### src/rtl/fetch_pkg.sv
`default_nettype none
// ============================================================================
// Module      : fetch_pkg
// Description : Shared types and constants for the instruction fetch unit.
// Revision    : 1.0 - initial release
// ============================================================================
package fetch_pkg;

    typedef enum logic [1:0] {
        IDLE = 2'd0,
        REQ  = 2'd1,
        WAIT = 2'd2,
        DROP = 2'd3
    } fetch_state_e;

    localparam int INSTR_BYTES = 4;

endpackage
`default_nettype wire

### src/rtl/if_fetch_unit_if.sv
`default_nettype none
// ============================================================================
// Module      : if_fetch_unit_if
// Description : Instruction-memory request/response and IF/ID handshake bundle.
// Revision    : 1.0 - initial release
// ============================================================================
interface if_fetch_unit_if #(
    parameter int ADDR_W  = 64,
    parameter int INSTR_W = 32
);
    logic               imem_req_valid;
    logic               imem_req_ready;
    logic [ADDR_W-1:0]  imem_req_addr;
    logic               imem_rsp_valid;
    logic [INSTR_W-1:0] imem_rsp_data;
    logic               if_valid;
    logic               if_ready;
    logic [ADDR_W-1:0]  if_pc;
    logic [INSTR_W-1:0] if_instr;

    // Fetch unit side
    modport master (
        output imem_req_valid, imem_req_addr,
        input  imem_req_ready, imem_rsp_valid, imem_rsp_data,
        output if_valid, if_pc, if_instr,
        input  if_ready
    );

    // Memory + decode side
    modport slave (
        input  imem_req_valid, imem_req_addr,
        output imem_req_ready, imem_rsp_valid, imem_rsp_data,
        input  if_valid, if_pc, if_instr,
        output if_ready
    );
endinterface
`default_nettype wire

### src/rtl/fetch_out_reg.sv
`default_nettype none
// ============================================================================
// Module      : fetch_out_reg
// Description : IF/ID holding register with valid/ready drain, load and flush.
// Revision    : 1.0 - initial release
// ============================================================================
module fetch_out_reg #(
    parameter int ADDR_W  = 64,
    parameter int INSTR_W = 32
) (
    input  wire logic               clk,
    input  wire logic               reset,
    input  wire logic               i_load,
    input  wire logic               i_flush,
    input  wire logic               i_ready,
    input  wire logic [ADDR_W-1:0]  i_pc,
    input  wire logic [INSTR_W-1:0] i_instr,
    output logic                    o_valid,
    output logic [ADDR_W-1:0]       o_pc,
    output logic [INSTR_W-1:0]      o_instr
);

    logic               valid_q, valid_d;
    logic [ADDR_W-1:0]  pc_q, pc_d;
    logic [INSTR_W-1:0] instr_q, instr_d;

    // Flush wins over load; a load on the draining edge keeps the entry valid.
    always_comb begin
        valid_d = valid_q;
        pc_d    = pc_q;
        instr_d = instr_q;
        if (i_flush) begin
            valid_d = 1'b0;
        end else if (i_load) begin
            valid_d = 1'b1;
            pc_d    = i_pc;
            instr_d = i_instr;
        end else if (valid_q && i_ready) begin
            valid_d = 1'b0;
        end
    end

    always_ff @(posedge clk or negedge reset) begin
        if (!reset) begin
            valid_q <= 1'b0;
            pc_q    <= '0;
            instr_q <= '0;
        end else begin
            valid_q <= valid_d;
            pc_q    <= pc_d;
            instr_q <= instr_d;
        end
    end

    assign o_valid = valid_q;
    assign o_pc    = pc_q;
    assign o_instr = instr_q;

endmodule
`default_nettype wire

### src/rtl/if_fetch_unit.sv
`default_nettype none
// ============================================================================
// Module      : if_fetch_unit
// Description : PC owner and instruction fetcher, one outstanding read at most.
//               Optional MISALIGN_TRAP_EN: sticky fault on misaligned redirect.
// Revision    : 1.0 - initial release
// ============================================================================
module if_fetch_unit
    import fetch_pkg::*;
#(
    parameter int                ADDR_W   = 64,
    parameter int                INSTR_W  = 32,
    parameter logic [ADDR_W-1:0] RESET_PC = '0
) (
    input  wire logic              clk,
    input  wire logic              reset,
    input  wire logic              redirect_valid,
    input  wire logic [ADDR_W-1:0] redirect_pc,
    if_fetch_unit_if.master        bus,
    output logic                   fetch_fault
);

    fetch_state_e      state_q, state_d;
    logic [ADDR_W-1:0] pc_q, pc_d;
    logic              if_free;
    logic              req_valid;
    logic              req_hs;
    logic              load;
    logic              fault_d;
    logic              fault_q;

    assign if_free = !bus.if_valid || bus.if_ready;
    assign req_hs  = req_valid && bus.imem_req_ready;

    // ------------------------------------------------------------------------
    // State register
    // ------------------------------------------------------------------------
    always_ff @(posedge clk or negedge reset) begin
        if (!reset) begin
            state_q <= IDLE;
            pc_q    <= RESET_PC;
        end else begin
            state_q <= state_d;
            pc_q    <= pc_d;
        end
    end

`ifdef MISALIGN_TRAP_EN
    always_comb begin
        fault_d = fault_q || (redirect_valid && (redirect_pc[1:0] != 2'b00));
    end

    always_ff @(posedge clk or negedge reset) begin
        if (!reset) begin
            fault_q <= 1'b0;
        end else begin
            fault_q <= fault_d;
        end
    end
`else
    assign fault_d = 1'b0;
    assign fault_q = 1'b0;
`endif

    // ------------------------------------------------------------------------
    // Next-state and PC update
    // ------------------------------------------------------------------------
    always_comb begin
        state_d = state_q;
        pc_d    = pc_q;
        load    = 1'b0;
        if (redirect_valid) begin
            pc_d = redirect_pc;
            unique case (state_q)
                IDLE:    state_d = REQ;
                REQ:     state_d = req_hs ? DROP : REQ;
                // A response arriving with the redirect is stale and consumed here.
                WAIT:    state_d = bus.imem_rsp_valid ? REQ : DROP;
                DROP:    state_d = bus.imem_rsp_valid ? REQ : DROP;
                default: state_d = IDLE;
            endcase
        end else begin
            unique case (state_q)
                IDLE:    state_d = REQ;
                REQ:     state_d = req_hs ? WAIT : REQ;
                WAIT: begin
                    if (bus.imem_rsp_valid) begin
                        load    = 1'b1;
                        pc_d    = pc_q + ADDR_W'(INSTR_BYTES);
                        state_d = REQ;
                    end
                end
                DROP:    state_d = bus.imem_rsp_valid ? REQ : DROP;
                default: state_d = IDLE;
            endcase
        end
        // Once faulted, the unit parks instead of issuing further requests.
        if (fault_d && (state_d == REQ)) begin
            state_d = IDLE;
        end
    end

    // ------------------------------------------------------------------------
    // Outputs
    // ------------------------------------------------------------------------
    always_comb begin
        req_valid = 1'b0;
        if (state_q == REQ) begin
            req_valid = if_free;
        end
    end

    assign bus.imem_req_valid = req_valid;
    assign bus.imem_req_addr  = pc_q;
    assign fetch_fault        = fault_q;

    fetch_out_reg #(
        .ADDR_W  (ADDR_W),
        .INSTR_W (INSTR_W)
    ) u_out_reg (
        .clk     (clk),
        .reset   (reset),
        .i_load  (load),
        .i_flush (redirect_valid),
        .i_ready (bus.if_ready),
        .i_pc    (pc_q),
        .i_instr (bus.imem_rsp_data),
        .o_valid (bus.if_valid),
        .o_pc    (bus.if_pc),
        .o_instr (bus.if_instr)
    );

endmodule
`default_nettype wire

### src/flat_wrapper.sv
// flat-port wrapper written by rule: the top's interface ports become plain ports
module if_fetch_unit_flat import fetch_pkg::*;
#(
    parameter int                ADDR_W   = 64,
    parameter int                INSTR_W  = 32,
    parameter logic [ADDR_W-1:0] RESET_PC = '0
)
  (clk, reset, redirect_valid, redirect_pc, fetch_fault, bus_imem_req_valid, bus_imem_req_addr, bus_imem_req_ready, bus_imem_rsp_valid, bus_imem_rsp_data, bus_if_valid, bus_if_pc, bus_if_instr, bus_if_ready);
  if_fetch_unit_if #(.ADDR_W(ADDR_W), .INSTR_W(INSTR_W)) bus_i ();
  input  wire logic clk;
  input  wire logic reset;
  input  wire logic redirect_valid;
  input  wire logic [ADDR_W-1:0] redirect_pc;
  output logic fetch_fault;
  output wire logic [$bits(bus_i.imem_req_valid)-1:0] bus_imem_req_valid;
  output wire logic [$bits(bus_i.imem_req_addr)-1:0] bus_imem_req_addr;
  input wire logic [$bits(bus_i.imem_req_ready)-1:0] bus_imem_req_ready;
  input wire logic [$bits(bus_i.imem_rsp_valid)-1:0] bus_imem_rsp_valid;
  input wire logic [$bits(bus_i.imem_rsp_data)-1:0] bus_imem_rsp_data;
  output wire logic [$bits(bus_i.if_valid)-1:0] bus_if_valid;
  output wire logic [$bits(bus_i.if_pc)-1:0] bus_if_pc;
  output wire logic [$bits(bus_i.if_instr)-1:0] bus_if_instr;
  input wire logic [$bits(bus_i.if_ready)-1:0] bus_if_ready;
  assign bus_imem_req_valid = bus_i.imem_req_valid;
  assign bus_imem_req_addr = bus_i.imem_req_addr;
  assign bus_i.imem_req_ready = bus_imem_req_ready;
  assign bus_i.imem_rsp_valid = bus_imem_rsp_valid;
  assign bus_i.imem_rsp_data = bus_imem_rsp_data;
  assign bus_if_valid = bus_i.if_valid;
  assign bus_if_pc = bus_i.if_pc;
  assign bus_if_instr = bus_i.if_instr;
  assign bus_i.if_ready = bus_if_ready;
  if_fetch_unit #(.ADDR_W(ADDR_W), .INSTR_W(INSTR_W), .RESET_PC(RESET_PC)) u_core (.clk(clk), .reset(reset), .redirect_valid(redirect_valid), .redirect_pc(redirect_pc), .bus(bus_i), .fetch_fault(fetch_fault));
endmodule
### config.mk
export PLATFORM = sky130hd
export DESIGN_NAME = if_fetch_unit_flat
export DESIGN_NICKNAME = d
export VERILOG_FILES = /design/src/rtl/fetch_pkg.sv /design/src/rtl/if_fetch_unit_if.sv /design/src/rtl/fetch_out_reg.sv /design/src/rtl/if_fetch_unit.sv /design/src/flat_wrapper.sv
export SDC_FILE = /design/constraint.sdc
export NUM_CORES = 1
export LEC_CHECK = 0
export ABC_AREA = 1
export CAP_MARGIN = 25
export CORE_ASPECT_RATIO = 1.1
export CORE_MARGIN = 10
export CORE_UTILIZATION = 47
export CTS_CLUSTER_DIAMETER = 30
export DETAILED_ROUTE_END_ITERATION = 6
export HOLD_SLACK_MARGIN = 0.12
export MAX_ROUTING_LAYER = met4
export PLACE_DENSITY = 0.86
export RECOVER_POWER = 50
export SETUP_SLACK_MARGIN = 0.2
export SKIP_CTS_REPAIR_TIMING = 1
export SLEW_MARGIN = 20
export SYNTH_ARGS = -nofsm -noshare
export SYNTH_HDL_FRONTEND = slang
export SYNTH_SLANG_ARGS = --single-unit
### constraint.sdc
create_clock -name clk -period 2.2 [get_ports clk]
set_input_delay 0.22 -clock clk [delete_from_list [all_inputs] [get_ports clk]]
set_output_delay 0.22 -clock clk [all_outputs]
set_load 0.01 [all_outputs]
* Yosys cells after proc, flatten, opt, wreduce, memory -nomap -nowiden
Index checks and enable logic that the tools add are counted.
** Cells by class
- Add/subtract/negate cells :: 1
- Eq/ne operators :: 4
- Multiplexer cells :: 17
- Bitwise gates (word level) :: 1
- Reductions and logical operators :: 11
** Operators with widths (count)
- $mux W64 :: 3
- $add A64 B3 Y64 const B :: 1
- $mux W2 :: 5
- $pmux W2 S4 :: 1
- $mux W1 :: 7
- $pmux W2 S3 :: 1
- $eq A2 B2 Y1 const B :: 2
- $reduce_and A2 Y1 :: 2
- $reduce_bool A2 Y1 :: 2
- $ne A3 B3 Y1 const B :: 1
- $reduce_bool A3 Y1 :: 1
- $eq A2 B1 Y1 const B :: 1
- $logic_and A1 B1 Y1 :: 2
- $logic_not A2 Y1 :: 1
- $reduce_or A2 Y1 :: 1
- $logic_not A1 Y1 :: 1
- $logic_or A1 B1 Y1 :: 1
- $not A1 Y1 :: 1
** Storage, ports and cells
- Bits in registers :: 163
- Input port bits :: 102
- Output and inout bits :: 163
- Word-level logic and storage cells :: 39

* Logic depth before layout (Yosys ltp)
- Word-level depth :: 7
- Mapped depth :: 10
- Depth with buffers taken out :: 10

* Hierarchy
From an unflattened synthesis, not the netlist that was laid out.
** Second synthesis, totals
- Cell total of the unflattened synthesis :: 1215
- Area, all modules :: 8893.5 um^2
** By module, submodules not included
- if_fetch_unit :: times used 1, cells each 794, area each 5052.3 um^2, sequential area each 1651.6 um^2
- fetch_out_reg :: times used 1, cells each 421, area each 3841.2 um^2, sequential area each 2427.3 um^2

* Worst setup path after synthesis
Ideal clock, no wire load.
- Path kind :: register to register
- Start point :: register u_core.pc_q[3] (netlist: u_core.bus.imem_req_addr[3])
- End point :: register u_core.pc_q[60] (netlist: u_core.bus.imem_req_addr[60])
- Setup time :: 0.129 ns
- Data arrival time :: 1.500 ns
- Required time :: 2.071 ns
- Path slack :: 0.571 ns
- Stages on the path, launching flop included :: 9
- Path buffers :: 0
- Clock period less this slack :: 1.629 ns
- Path through :: dfrtp_1 ha_1 nand2_2 nor2_4 nand2_4 nor2_4 nand3_1 o21ai_0 nand3_1
** On the way
- Cells in the longest elaborated chain, start to end :: 4
** RTL lines
- from (decl) :: line if_fetch_unit.sv:24 : logic [ADDR_W-1:0] pc_q, pc_d;
- from (signal assigned) :: line if_fetch_unit.sv:44 : pc_q <= pc_d;
- $add A64 B3 Y64 :: line if_fetch_unit.sv:89 : pc_d = pc_q + ADDR_W'(INSTR_BYTES);
- $mux W64 :: line if_fetch_unit.sv:87 : if (bus.imem_rsp_valid) begin
- $mux W64 :: line if_fetch_unit.sv:83 : unique case (state_q)
- $mux W64 :: line if_fetch_unit.sv:72 : if (redirect_valid) begin
Every way passes these cells. The select of a mux whose other input is x is not followed.
A chain may end at the register's enable or synchronous reset.

* Final worst setup path
- Start point :: register u_core.u_out_reg.valid_q (netlist: u_core.u_out_reg.o_valid)
- End point :: output bus_imem_req_valid
** On the way
- Cells in the longest elaborated chain, start to end :: 3
** RTL lines
- from (decl) :: line fetch_out_reg.sv:23 : logic valid_q, valid_d;
- from (signal assigned) :: line fetch_out_reg.sv:49 : valid_q <= valid_d;
- $logic_not A1 Y1 :: line if_fetch_unit.sv:32 : assign if_free = !bus.if_valid || bus.if_ready;
- $logic_or A1 B1 Y1 :: line if_fetch_unit.sv:32
- $mux W1 :: line if_fetch_unit.sv:108 : if (state_q == REQ) begin
- to (decl) :: line flat_wrapper.sv:15 : output wire logic [$bits(bus_i.imem_req_valid)-1:0] bus_imem_req_valid;
Every way passes these cells.

==> flow_summary.toml <==
[floorplanning]
fp.dieH_um = 162
start_util = 0.481
dieArea_mm2 = 0.0240
core_mm2 = 0.0178
fp-row-count = 51
dieWidth_um = 149
ioPinCount = 265

[outcome]
status = "finished clean"

[clock_tree]
numCtsBuffers = 17
clockBufferDepth = 2
clkSinkCount = 163
clockRootBuffer = "clkbuf_16"
clk_pin_slew_ns = 0.06
cts_tree = "built"
clock_latency_ns = 0.44
htree_levels = 4

[timing]
final_hold_viol_count = 0
min_period_over_period = 0.881
fmax_mhz = 516
slew-limit-headroom = 0.176
tightest_slew_ns = 1.24
setup_viol = 0
rsz0062_at_grt = "true"
slew_violations = 0
setup_tns_ns = 0
post-route-min-period_ns = 1.94
hold_ws_ns = 0.272
skew_ns = 0.0123

[detailed_routing]
antenna_left = 0
drt_iter0_drc = 839
drt_wl_total_um = 32300
drc = 0
via_count = 9158
viasPerCell = 5.47
wl_per_cell_um = 19.3
first_pass_iters = 5

[synthesis]
syn_nets = 1267
ys_ff_latch = 163
syn_inst = 1164
postSynthAreaPerCell_um2 = 7.36
ys_seq_area_frac = 0.476
ys_warn_count = 0
syn_area_mm2 = 0.00857
ys_types = 39

[worst_setup_path]
reg2reg_to = "u_core.bus.imem_req_addr[40]"
cp_max_fo = 2
timing.rr.start = "u_core.bus.imem_req_addr[3]"
critical_path_required_ns = 1.98
rr_worst_depth = 10
crit_path_start_kind = "register"
worst_setup_path_end_kind = "output pin"
crit_type = "register to output pin"
cp.arrival_ns = 1.72
r2r_slack_ns = 0.29

[min_path]
min-delay-start = "redirect_valid"
hold-path-endpoint = "u_core.state_q[0]"
min_path_cells = 3
hp-class = "primary input to register"

[power_and_ir_drop]
power_density_mw_per_mm2 = 917
p_leak_nw = 5.57
vdd_drop_max_mv = 0.574

[placement]
place_hpwl_um = 24300
dp.cells = 1642
gp_congestion = 0.948
portBuffers = 263

[grt]
grt_pass1_wl_um = 49700
grt_overflow_total = 0
antenna_found_initial = 0
grt.total_usage = 0.268
grt_max_degree = 104
grt_pass1_vias = 9148

[finish]
utilization = 0.683
nNetsFinal = 1527
drive_gt1_frac = 0.0585
layoutNonFillerInstCount = 1675
diodes = 0
syn2layout_area_growth_pct = 41.9

[run]
maxCapViolations = 0
[layout by cell type, fill, tap and decap left out, types with 4 or more instances in the layout]
| master | count |
|---|---|
| buf_12 | 6 |
| buf_4 | 10 |
| bufinv_16 | 4 |
| clkbuf_16 | 17 |
| clkdlybuf4s50_1 | 199 |
| dfrtp_1 | 161 |
| dlygate4sd3_1 | 63 |
| inv_1 | 106 |
| inv_6 | 4 |
| nand2_1 | 364 |
| nand2_2 | 5 |
| nand3_1 | 91 |
| nand3b_1 | 18 |
| nand4_1 | 32 |
| nor2_1 | 193 |
| nor2_2 | 6 |
| nor2_4 | 9 |
| nor3_1 | 8 |
| o2111ai_1 | 6 |
| o211ai_1 | 5 |
| o21ai_0 | 75 |
| o21bai_1 | 4 |
| o221ai_1 | 4 |
| xor2_1 | 6 |
[cell families after synthesis]
family	synth area share
AOI/OAI and AO/OA	0.0705
xor gates and xnor gates	0.00716
adders and majority gates	0.00146
buffers and inverters	0.0689
DFF	0.476
other	0.000438
and+or+nand+nor	0.375
[critical path: stages (launching register included)]
cell and delay (ns):
dfrtp_1 0.38, inv_1 0.07, nor2_1 0.05, nor3_1 0.20, clkdlybuf4s50_1 0.59
[worst max path at each step]
stage | from | to | slack, ns | cells after the start
3_3_place_gp | bus_imem_rsp_valid | u_core.bus.imem_req_addr[40] | 0.30 | 8
5_1_grt | reset | u_core.u_out_reg.o_instr[0] | 0.11 | 3
6_report | u_core.u_out_reg.o_valid | bus_imem_req_valid | 0.26 | 4
3_5_place_dp | bus_imem_rsp_valid | u_core.bus.imem_req_addr[40] | 0.23 | 8
2_1_floorplan | u_core.bus.imem_req_addr[3] | u_core.bus.imem_req_addr[60] | 0.57 | 8
4_1_cts | u_core.u_out_reg.o_valid | bus_imem_req_valid | 0.27 | 4
[cell type report]
cell class | instances | area (um^2)
fillers | 1439 | 5640
flip-flops and latches | 163 | 4080
inverters | 109 | 412
multi-input cells | 851 | 3900
clock buffers | 18 | 429
repair buffers | 282 | 2840
well taps | 238 | 298
clock inverters | 14 | 200
[stage by stage]
stage / area [um^2] / setup slack (ns) / power (mW)
floorplan: 8570 / 0.571 / 5.68
global placement: 11500 / 0.296 / 8.10
detailed placement: 11500 / 0.231 / 8.19
CTS: 12200 / 0.273 / 11.4
global route: 12200 / 0.115 / 11.7
finish: 12200 / 0.261 / 11.1
[cell usage after synthesis, drive strengths merged]
master,count,area [um^2]
o21ai,78,390
ha,1,12.5
buf,22,110
clkbuf,19,71.3
o211ai,5,37.5
nand3,93,480
o221ai,4,35.0
xor2,6,52.6
nand4,32,200
nand2,371,1420
or2,1,6.26
o21a,3,22.5
xnor2,1,8.76
dfrtp,163,4080
and2,2,12.5
o21bai,4,30.0
o2111ai,6,52.6
inv,108,405
nor3,10,66.3
nor2,210,896
nand3b,18,135
a21oi,1,5.00
clkinv,1,3.75
a31oi,1,6.26
o31ai,1,7.51
conb,1,3.75
a22o,2,17.5
[sequential cells by signal (all words and copies together) (netlist names)]
register                  count
u_core.bus.imem_req_addr     64
u_core.state_q                2
u_core.u_out_reg.o_instr     32
u_core.u_out_reg.o_valid      1
u_core.u_out_reg.o_pc        64
[report_power, final]
| group | internal [mW] | switching, mW |
|---|---|---|
| clock network | 1.92 | 1.28 |
| registers | 3.82 | 0.624 |
| logic | 1.83 | 1.67 |
[per-layer routing]
metal | GRT usage | part of all wire | vias to the layer above
met5 | - | 0 | -
met4 | 0.0839 | 0.029 | 0
met3 | 0.0816 | 0.11 | 61
met2 | 0.439 | 0.48 | 526
met1 | 0.310 | 0.39 | 4315
li1 | - | - | 4256
No activity file was read; power rests on OpenSTA's default activity.
